### src/rtl/phoenix_input_buffer_pkg.sv
// Shared definitions for the router input buffer: sizes, port indices and FSM state codes.
package phoenix_input_buffer_pkg;

    localparam int unsigned TAM_FLIT   = 16;
    localparam int unsigned TAM_BUFFER = 16;

    // Router port indices, one input buffer instance per port
    localparam int unsigned EAST  = 0;
    localparam int unsigned WEST  = 1;
    localparam int unsigned NORTH = 2;
    localparam int unsigned SOUTH = 3;
    localparam int unsigned LOCAL = 4;

    typedef enum logic [2:0] {
        S_INIT       = 3'd0,
        S_HEADER     = 3'd1,
        S_SENDHEADER = 3'd2,
        S_SIZE       = 3'd3,
        S_PAYLOAD    = 3'd4,
        S_END        = 3'd5
    } ib_state_e;

endpackage

### src/rtl/phoenix_input_buffer_if.sv
// Link, routing-request and crossbar handshake signals of one input buffer port.
interface phoenix_input_buffer_if #(
    parameter int unsigned TAM_FLIT = phoenix_input_buffer_pkg::TAM_FLIT
);
    logic                i_rx;
    logic [TAM_FLIT-1:0] i_data;
    logic                o_credit;
    logic                o_h;
    logic                i_ack_h;
    logic [TAM_FLIT-1:0] o_data;
    logic                o_data_av;
    logic                i_data_ack;
    logic                o_sender;

    // Environment side: link sender plus switchcontrol/crossbar
    modport master (
        output i_rx, i_data, i_ack_h, i_data_ack,
        input  o_credit, o_h, o_data, o_data_av, o_sender
    );

    // Input buffer side
    modport slave (
        input  i_rx, i_data, i_ack_h, i_data_ack,
        output o_credit, o_h, o_data, o_data_av, o_sender
    );
endinterface

### src/rtl/phoenix_flit_fifo.sv
// Circular flit FIFO; a push while full is accepted only when a pop frees a slot in the same cycle.
module phoenix_flit_fifo #(
    parameter int unsigned WIDTH = 16,
    parameter int unsigned DEPTH = 16
) (
    input  logic             i_clk,
    input  logic             i_rst,
    input  logic             i_push,
    input  logic             i_pop,
    input  logic [WIDTH-1:0] i_data,
    output logic [WIDTH-1:0] o_data_c,
    output logic             o_full_c,
    output logic             o_empty_c
);
    localparam int unsigned PTR_W = $clog2(DEPTH);
    localparam int unsigned CNT_W = PTR_W + 1;

    logic [WIDTH-1:0] mem [DEPTH];
    logic [PTR_W-1:0] first_q, first_d;
    logic [PTR_W-1:0] last_q, last_d;
    logic [CNT_W-1:0] count_q, count_d;
    logic             push_ok;
    logic             pop_ok;

    // Pointer and occupancy update; pointers wrap on their natural width
    always_comb begin
        first_d   = first_q;
        last_d    = last_q;
        count_d   = count_q;
        o_full_c  = (count_q == CNT_W'(DEPTH));
        o_empty_c = (count_q == '0);
        pop_ok    = i_pop & ~o_empty_c;
        push_ok   = i_push & (~o_full_c | pop_ok);
        if (pop_ok)  first_d = first_q + PTR_W'(1);
        if (push_ok) last_d  = last_q + PTR_W'(1);
        case ({push_ok, pop_ok})
            2'b10:   count_d = count_q + CNT_W'(1);
            2'b01:   count_d = count_q - CNT_W'(1);
            default: count_d = count_q;
        endcase
    end

    always_ff @(posedge i_clk) begin
        if (!i_rst) begin
            first_q <= '0;
            last_q  <= '0;
            count_q <= '0;
        end else begin
            first_q <= first_d;
            last_q  <= last_d;
            count_q <= count_d;
        end
    end

    // Storage needs no reset: only slots behind the write pointer are ever read
    always_ff @(posedge i_clk) begin
        if (push_ok) mem[last_q] <= i_data;
    end

    assign o_data_c = mem[first_q];

endmodule

### src/rtl/phoenix_input_buffer.sv
// Router input port: buffers link flits, requests a route per packet header and streams the packet after grant.
module phoenix_input_buffer
    import phoenix_input_buffer_pkg::*;
#(
    parameter int unsigned TAM_FLIT     = phoenix_input_buffer_pkg::TAM_FLIT,
    parameter int unsigned BUFFER_DEPTH = TAM_BUFFER
) (
    input logic                   i_clk,
    input logic                   i_rst,
    phoenix_input_buffer_if.slave bus
);
    ib_state_e           state_q, state_d;
    logic [TAM_FLIT-1:0] counter_q, counter_d;
    logic                sender_q, sender_d;

    logic [TAM_FLIT-1:0] fifo_data_c;
    logic                fifo_full_c;
    logic                fifo_empty_c;
    logic                h_c;
    logic                data_av_c;
    logic                pop_c;

    phoenix_flit_fifo #(
        .WIDTH (TAM_FLIT),
        .DEPTH (BUFFER_DEPTH)
    ) u_fifo (
        .i_clk     (i_clk),
        .i_rst     (i_rst),
        .i_push    (bus.i_rx),
        .i_pop     (pop_c),
        .i_data    (bus.i_data),
        .o_data_c  (fifo_data_c),
        .o_full_c  (fifo_full_c),
        .o_empty_c (fifo_empty_c)
    );

    // Packet sequencing: request, header, size, payload countdown, one-cycle tail gap
    always_comb begin
        state_d   = state_q;
        counter_d = counter_q;
        sender_d  = sender_q;
        h_c       = (state_q == S_HEADER);
        data_av_c = 1'b0;
        case (state_q)
            S_SENDHEADER, S_SIZE, S_PAYLOAD: data_av_c = ~fifo_empty_c;
            default:                         data_av_c = 1'b0;
        endcase
        pop_c = data_av_c & bus.i_data_ack;

        case (state_q)
            S_INIT: begin
                if (!fifo_empty_c) state_d = S_HEADER;
            end
            S_HEADER: begin
                if (bus.i_ack_h) begin
                    state_d  = S_SENDHEADER;
                    sender_d = 1'b1;
                end
            end
            S_SENDHEADER: begin
                if (pop_c) state_d = S_SIZE;
            end
            S_SIZE: begin
                if (pop_c) begin
                    counter_d = fifo_data_c;
                    state_d   = (fifo_data_c == '0) ? S_END : S_PAYLOAD;
                end
            end
            S_PAYLOAD: begin
                if (pop_c) begin
                    counter_d = counter_q - TAM_FLIT'(1);
                    if (counter_q == TAM_FLIT'(1)) state_d = S_END;
                end
            end
            S_END: begin
                // Falling o_sender tells switchcontrol to release the output port
                sender_d = 1'b0;
                state_d  = S_INIT;
            end
            default: state_d = S_INIT;
        endcase
    end

    always_ff @(posedge i_clk) begin
        if (!i_rst) begin
            state_q   <= S_INIT;
            counter_q <= '0;
            sender_q  <= 1'b0;
        end else begin
            state_q   <= state_d;
            counter_q <= counter_d;
            sender_q  <= sender_d;
        end
    end

    assign bus.o_credit  = ~fifo_full_c;
    assign bus.o_h       = h_c;
    assign bus.o_data    = fifo_data_c;
    assign bus.o_data_av = data_av_c;
    assign bus.o_sender  = sender_q;

endmodule
### src/flat_wrapper.sv
// flat-port wrapper written by rule: the top's interface ports become plain ports
module phoenix_input_buffer_flat import phoenix_input_buffer_pkg::*;
#(
    parameter int unsigned TAM_FLIT     = phoenix_input_buffer_pkg::TAM_FLIT,
    parameter int unsigned BUFFER_DEPTH = TAM_BUFFER
)
  (i_clk, i_rst, bus_i_rx, bus_i_data, bus_i_ack_h, bus_i_data_ack, bus_o_credit, bus_o_h, bus_o_data, bus_o_data_av, bus_o_sender);
  phoenix_input_buffer_if #(.TAM_FLIT(TAM_FLIT)) bus_i ();
  input logic i_clk;
  input logic i_rst;
  input wire logic [$bits(bus_i.i_rx)-1:0] bus_i_rx;
  input wire logic [$bits(bus_i.i_data)-1:0] bus_i_data;
  input wire logic [$bits(bus_i.i_ack_h)-1:0] bus_i_ack_h;
  input wire logic [$bits(bus_i.i_data_ack)-1:0] bus_i_data_ack;
  output wire logic [$bits(bus_i.o_credit)-1:0] bus_o_credit;
  output wire logic [$bits(bus_i.o_h)-1:0] bus_o_h;
  output wire logic [$bits(bus_i.o_data)-1:0] bus_o_data;
  output wire logic [$bits(bus_i.o_data_av)-1:0] bus_o_data_av;
  output wire logic [$bits(bus_i.o_sender)-1:0] bus_o_sender;
  assign bus_i.i_rx = bus_i_rx;
  assign bus_i.i_data = bus_i_data;
  assign bus_i.i_ack_h = bus_i_ack_h;
  assign bus_i.i_data_ack = bus_i_data_ack;
  assign bus_o_credit = bus_i.o_credit;
  assign bus_o_h = bus_i.o_h;
  assign bus_o_data = bus_i.o_data;
  assign bus_o_data_av = bus_i.o_data_av;
  assign bus_o_sender = bus_i.o_sender;
  phoenix_input_buffer #(.TAM_FLIT(TAM_FLIT), .BUFFER_DEPTH(BUFFER_DEPTH)) u_core (.i_clk(i_clk), .i_rst(i_rst), .bus(bus_i));
endmodule
### config.mk
export PLATFORM = sky130hd
export DESIGN_NAME = phoenix_input_buffer_flat
export DESIGN_NICKNAME = d
export VERILOG_FILES = /design/src/rtl/phoenix_input_buffer_pkg.sv /design/src/rtl/phoenix_input_buffer_if.sv /design/src/rtl/phoenix_flit_fifo.sv /design/src/rtl/phoenix_input_buffer.sv /design/src/flat_wrapper.sv
export SDC_FILE = /design/constraint.sdc
export NUM_CORES = 1
export LEC_CHECK = 0
export ABC_AREA = 1
export CORE_MARGIN = 4
export CORE_UTILIZATION = 45
export DETAILED_ROUTE_END_ITERATION = 10
export GPL_TIMING_DRIVEN = 0
export PLACE_DENSITY = 0.73
export SYNTH_ARGS = -nofsm -noshare
export SYNTH_HDL_FRONTEND = slang
export SYNTH_SLANG_ARGS = --single-unit
### constraint.sdc
create_clock -name i_clk -period 2.4 [get_ports i_clk]
set_clock_uncertainty 0.05 [all_clocks]
set_input_delay 0.48 -clock i_clk [delete_from_list [all_inputs] [get_ports i_clk]]
set_output_delay 0.48 -clock i_clk [all_outputs]
set_load 0.005 [all_outputs]
==> reports/results.txt, run 1 <==
status = complete, but fails checks
failing checks = setup timing
GRT overflow = 0
RSZ-0062 raised after global routing = yes
mapped cell area = 12,650 um^2
mux cell area share after synthesis = 0
num ports = 41
Startpoint Class = register
reg2reg path depth = 19
Root Driver = clkbuf_16
DP Cell Count = 1,669
initial core utilization = 0.4553
Final setup violation count = 16
cts hold-fix bufs = 0
Post-Synth Simple-Gate Area = 0.1969
count leader, synth = nand2_1
1st-iter DRT viols = 1,672
Hold Fails Final Rpt = 0
post-synth top area cell = edfxtp_1
DR pass1 iterations = 7
Avg WL per Cell = 23.50 um
register area share after synthesis = 0.6663
Die Footprint = 30,860 um^2
most common flop cell mapped by yosys = edfxtp_1
hold crit path type = reg2reg
R2R Path End = u_core.state_q[0]
PD cells = 837.2 nW/um^2
yosys synthesis warning count = 0
row cnt = 61
Post-Syn Instances = 1,238
Required @ worst endpoint = 1870 ps
largest net degree at the start of global routing = 17
H-tree depth = 1
PortBufs = 40
Post-Route WL = 42.20 mm
largest family of logic cells by synthesized area = simple AND/OR/NAND/NOR gates
global placement routability congestion = 0.8880
worst hold path endpoint = u_core.u_fifo.count_q[0]
clk_lat worst skew = 580 ps
share of the synthesized area in the top cell type = 0.6077
vias in the first global route = 10,123
Post-Synth Adder-Cell Area = 0.01147
CTS tree = done
Clock Tree Buf Depth = 3
Die W = 175.7 um
DP HPWL = 23.03 mm
Residual DRC = 0
total CTS buffers = 30
share of layout cells above drive strength 1 = 0.2567
Post-synth EDFFs = 256
total power = 14.02 mW
Crit Path Max Fanout = 5
Final Critical Period = 2708 ps
initial antenna violation count = 0
Slew Limit Headroom = 0.5022
WHS Path Cells = 1
Peak supply drop = 0.0006937 V
total track usage = 0.2600
ANT nets after route = 0
asr flop ratio synth = 0
xor-xnor portion of the synthesized cell area = 0.003462
net count after synthesis = 1,270
min-delay src = u_core.u_fifo.count_q[0]
Arr. time, crit path = 2180 ps
non-filler cells, final = 1,796
Setup CP Type = reg2out
first-pass GRT wire length = 60.85 mm
Synth Area in Compound Gates = 0.06400
Yosys reg bits = 293
fin nets = 1,427
Worst-Margin Slew = 744.4 ps
pre-CTS WS = -740.8 ps
Worst-path clk slew = 60 ps
max-cap violation count = 0
area grow syn2layout = 32.41%
Ant. Diodes = 0
Commonest cells post-synth = nand2_1 (327), edfxtp_1 (256), nand3_1 (146), inv_1 (120), nor2_1 (118)
Worst Slack Setup Final = -308.3 ps
count of different cell masters after synthesis = 37
Leak = 6.533 nW
DR vias = 10,563
CP Capture Type = primary output
Reg2Reg Setup Slack = 20 ps
synth top area cells = edfxtp_1 (61%), nand2_1 (9.7%), dfxtp_1 (5.9%)
Die H = 175.7 um
hold_ws = 393.2 ps
post-synthesis area per instance = 10.22 um^2
Period Utilization, post-route = 1.128
fmax = 369.2 MHz
vias per cell = 5.881
Max Slew Vio Count = 0
Core Area = 27,780 um^2
clock sink count = 293
routing by layer:
metal  global-route usage  up-vias  part of all wire
met4               0.1342        0             0.065
li1                     -     4505                 -
met5                    0        -                 0
met1               0.3253     4931              0.34
met3              0.06350      239              0.13
met2               0.4220      888              0.46
where the power goes:
| part | switching (mW) | leakage (nW) | internal (mW) |
|---|---|---|---|
| combinational | 2.21 | 3.48 | 1.63 |
| clock | 1.97 | 0.437 | 2.41 |
| sequential | 0.111 | 2.62 | 5.70 |
| total | 4.28 | 6.53 | 9.74 |
critical path, stage by stage, from the launching register on:
cell and delay (ps):
dfxtp_4 410, buf_8 130, buf_6 120, buf_12 140, buf_8 110, nor2_4 30, nor2_2 120, o21ai_1 110
nand3_1 120, nand3_2 110, nand2_2 110, buf_6 100
layout by cell type (no fill, tap or decap), drive strengths merged:
| cell type | synthesis | routed |
|---|---|---|
| clkdlybuf4s50 | 0 | 23 |
| buf | 30 | 127 |
| clkdlybuf4s15 | 0 | 1 |
| nor3 | 5 | 5 |
| o211ai | 24 | 24 |
| a221oi | 2 | 2 |
| o221ai | 1 | 1 |
| a31oi | 2 | 2 |
| clkinv | 1 | 15 |
| nand3 | 146 | 146 |
| o41ai | 1 | 1 |
| dfxtp | 37 | 37 |
| nor2 | 120 | 120 |
| clkbuf | 27 | 69 |
| edfxtp | 256 | 256 |
| nand2 | 331 | 331 |
| inv | 126 | 126 |
| fa | 1 | 1 |
| clkinvlp | 0 | 1 |
| xor2 | 5 | 5 |
| o21ai | 63 | 63 |
| nand4 | 2 | 2 |
| bufinv | 0 | 1 |
| a21oi | 42 | 42 |
| o311ai | 2 | 2 |
| ha | 10 | 10 |
| a211oi | 2 | 2 |
| dlygate4sd2 | 0 | 1 |
| o21bai | 1 | 1 |
| a21boi | 1 | 1 |
logic make-up (layout without fill, tap and decap cells):
family | count (synthesis) | in the layout
AOI/OAI and AO/OA | 141 | 141
xor gates and xnor gates | 5 | 5
adders and majority gates | 11 | 11
buffers and inverters | 184 | 364
DFF | 293 | 293
and+or+nand+nor | 604 | 604
timing repair:
item	4_1_cts	5_1_grt
resized for setup	343	93
pin swaps	68	51
gates cloned	9	0
hold endpoints to repair	0	0
setup buffers	53	13
endpoints found under the setup margin	274	200
area by class of cell:
type	count	area (um^2)
plain buffers	56	679.4
clock buffers	40	788.3
clock inverters	15	117.6
fillers	2018	11030
inverters	127	493.0
multi-input cells	761	4242
flip-flops and latches	293	8441
well taps	378	473.0
repair buffers	125	1508
repair inverters	1	8.758
flip-flops by register name, summed over array words and instances (netlist names), named ones only:
| name | cells |
|---|---|
| u_core.u_fifo.count_q | 5 |
| u_core.counter_q | 16 |
| u_core.bus.o_sender | 1 |
| u_core.state_q | 3 |
| u_core.u_fifo.first_q | 4 |
| u_core.u_fifo.mem | 256 |
| u_core.u_fifo.last_q | 4 |
metrics by stage:
stage                       util  area, um^2  setup TNS [ps]
after global placement    0.4870       13530         -266030
after CTS                 0.5891       16370           -2801
after global routing      0.6029       16750           -4131
after floorplan                -       12660          -12370
final                     0.6029       16750           -3385
after detailed placement  0.4961       13780          -85180
worst max-delay path by stage:
stage                          endpoint  depth (start not counted)
2_1_floorplan  u_core.u_fifo.mem[11][0]                         11
3_3_place_gp    u_core.u_fifo.mem[5][2]                          7
3_5_place_dp              bus_o_data[1]                          7
4_1_cts                   bus_o_data[7]                         11
5_1_grt                   bus_o_data[9]                         11
6_report                  bus_o_data[9]                         11
No activity file was read; power rests on OpenSTA's default activity.
==> run 2: changes to the inputs <==
--- a/config.mk
+++ b/config.mk
@@ -10,6 +10,7 @@
 export CORE_UTILIZATION = 45
 export DETAILED_ROUTE_END_ITERATION = 10
 export GPL_TIMING_DRIVEN = 0
+export HOLD_SLACK_MARGIN = 0.1
 export PLACE_DENSITY = 0.73
 export SYNTH_ARGS = -nofsm -noshare
 export SYNTH_HDL_FRONTEND = slang
==> results of run 2 <==
No change in the layout: final DEF, timing and power equal those of run 1.
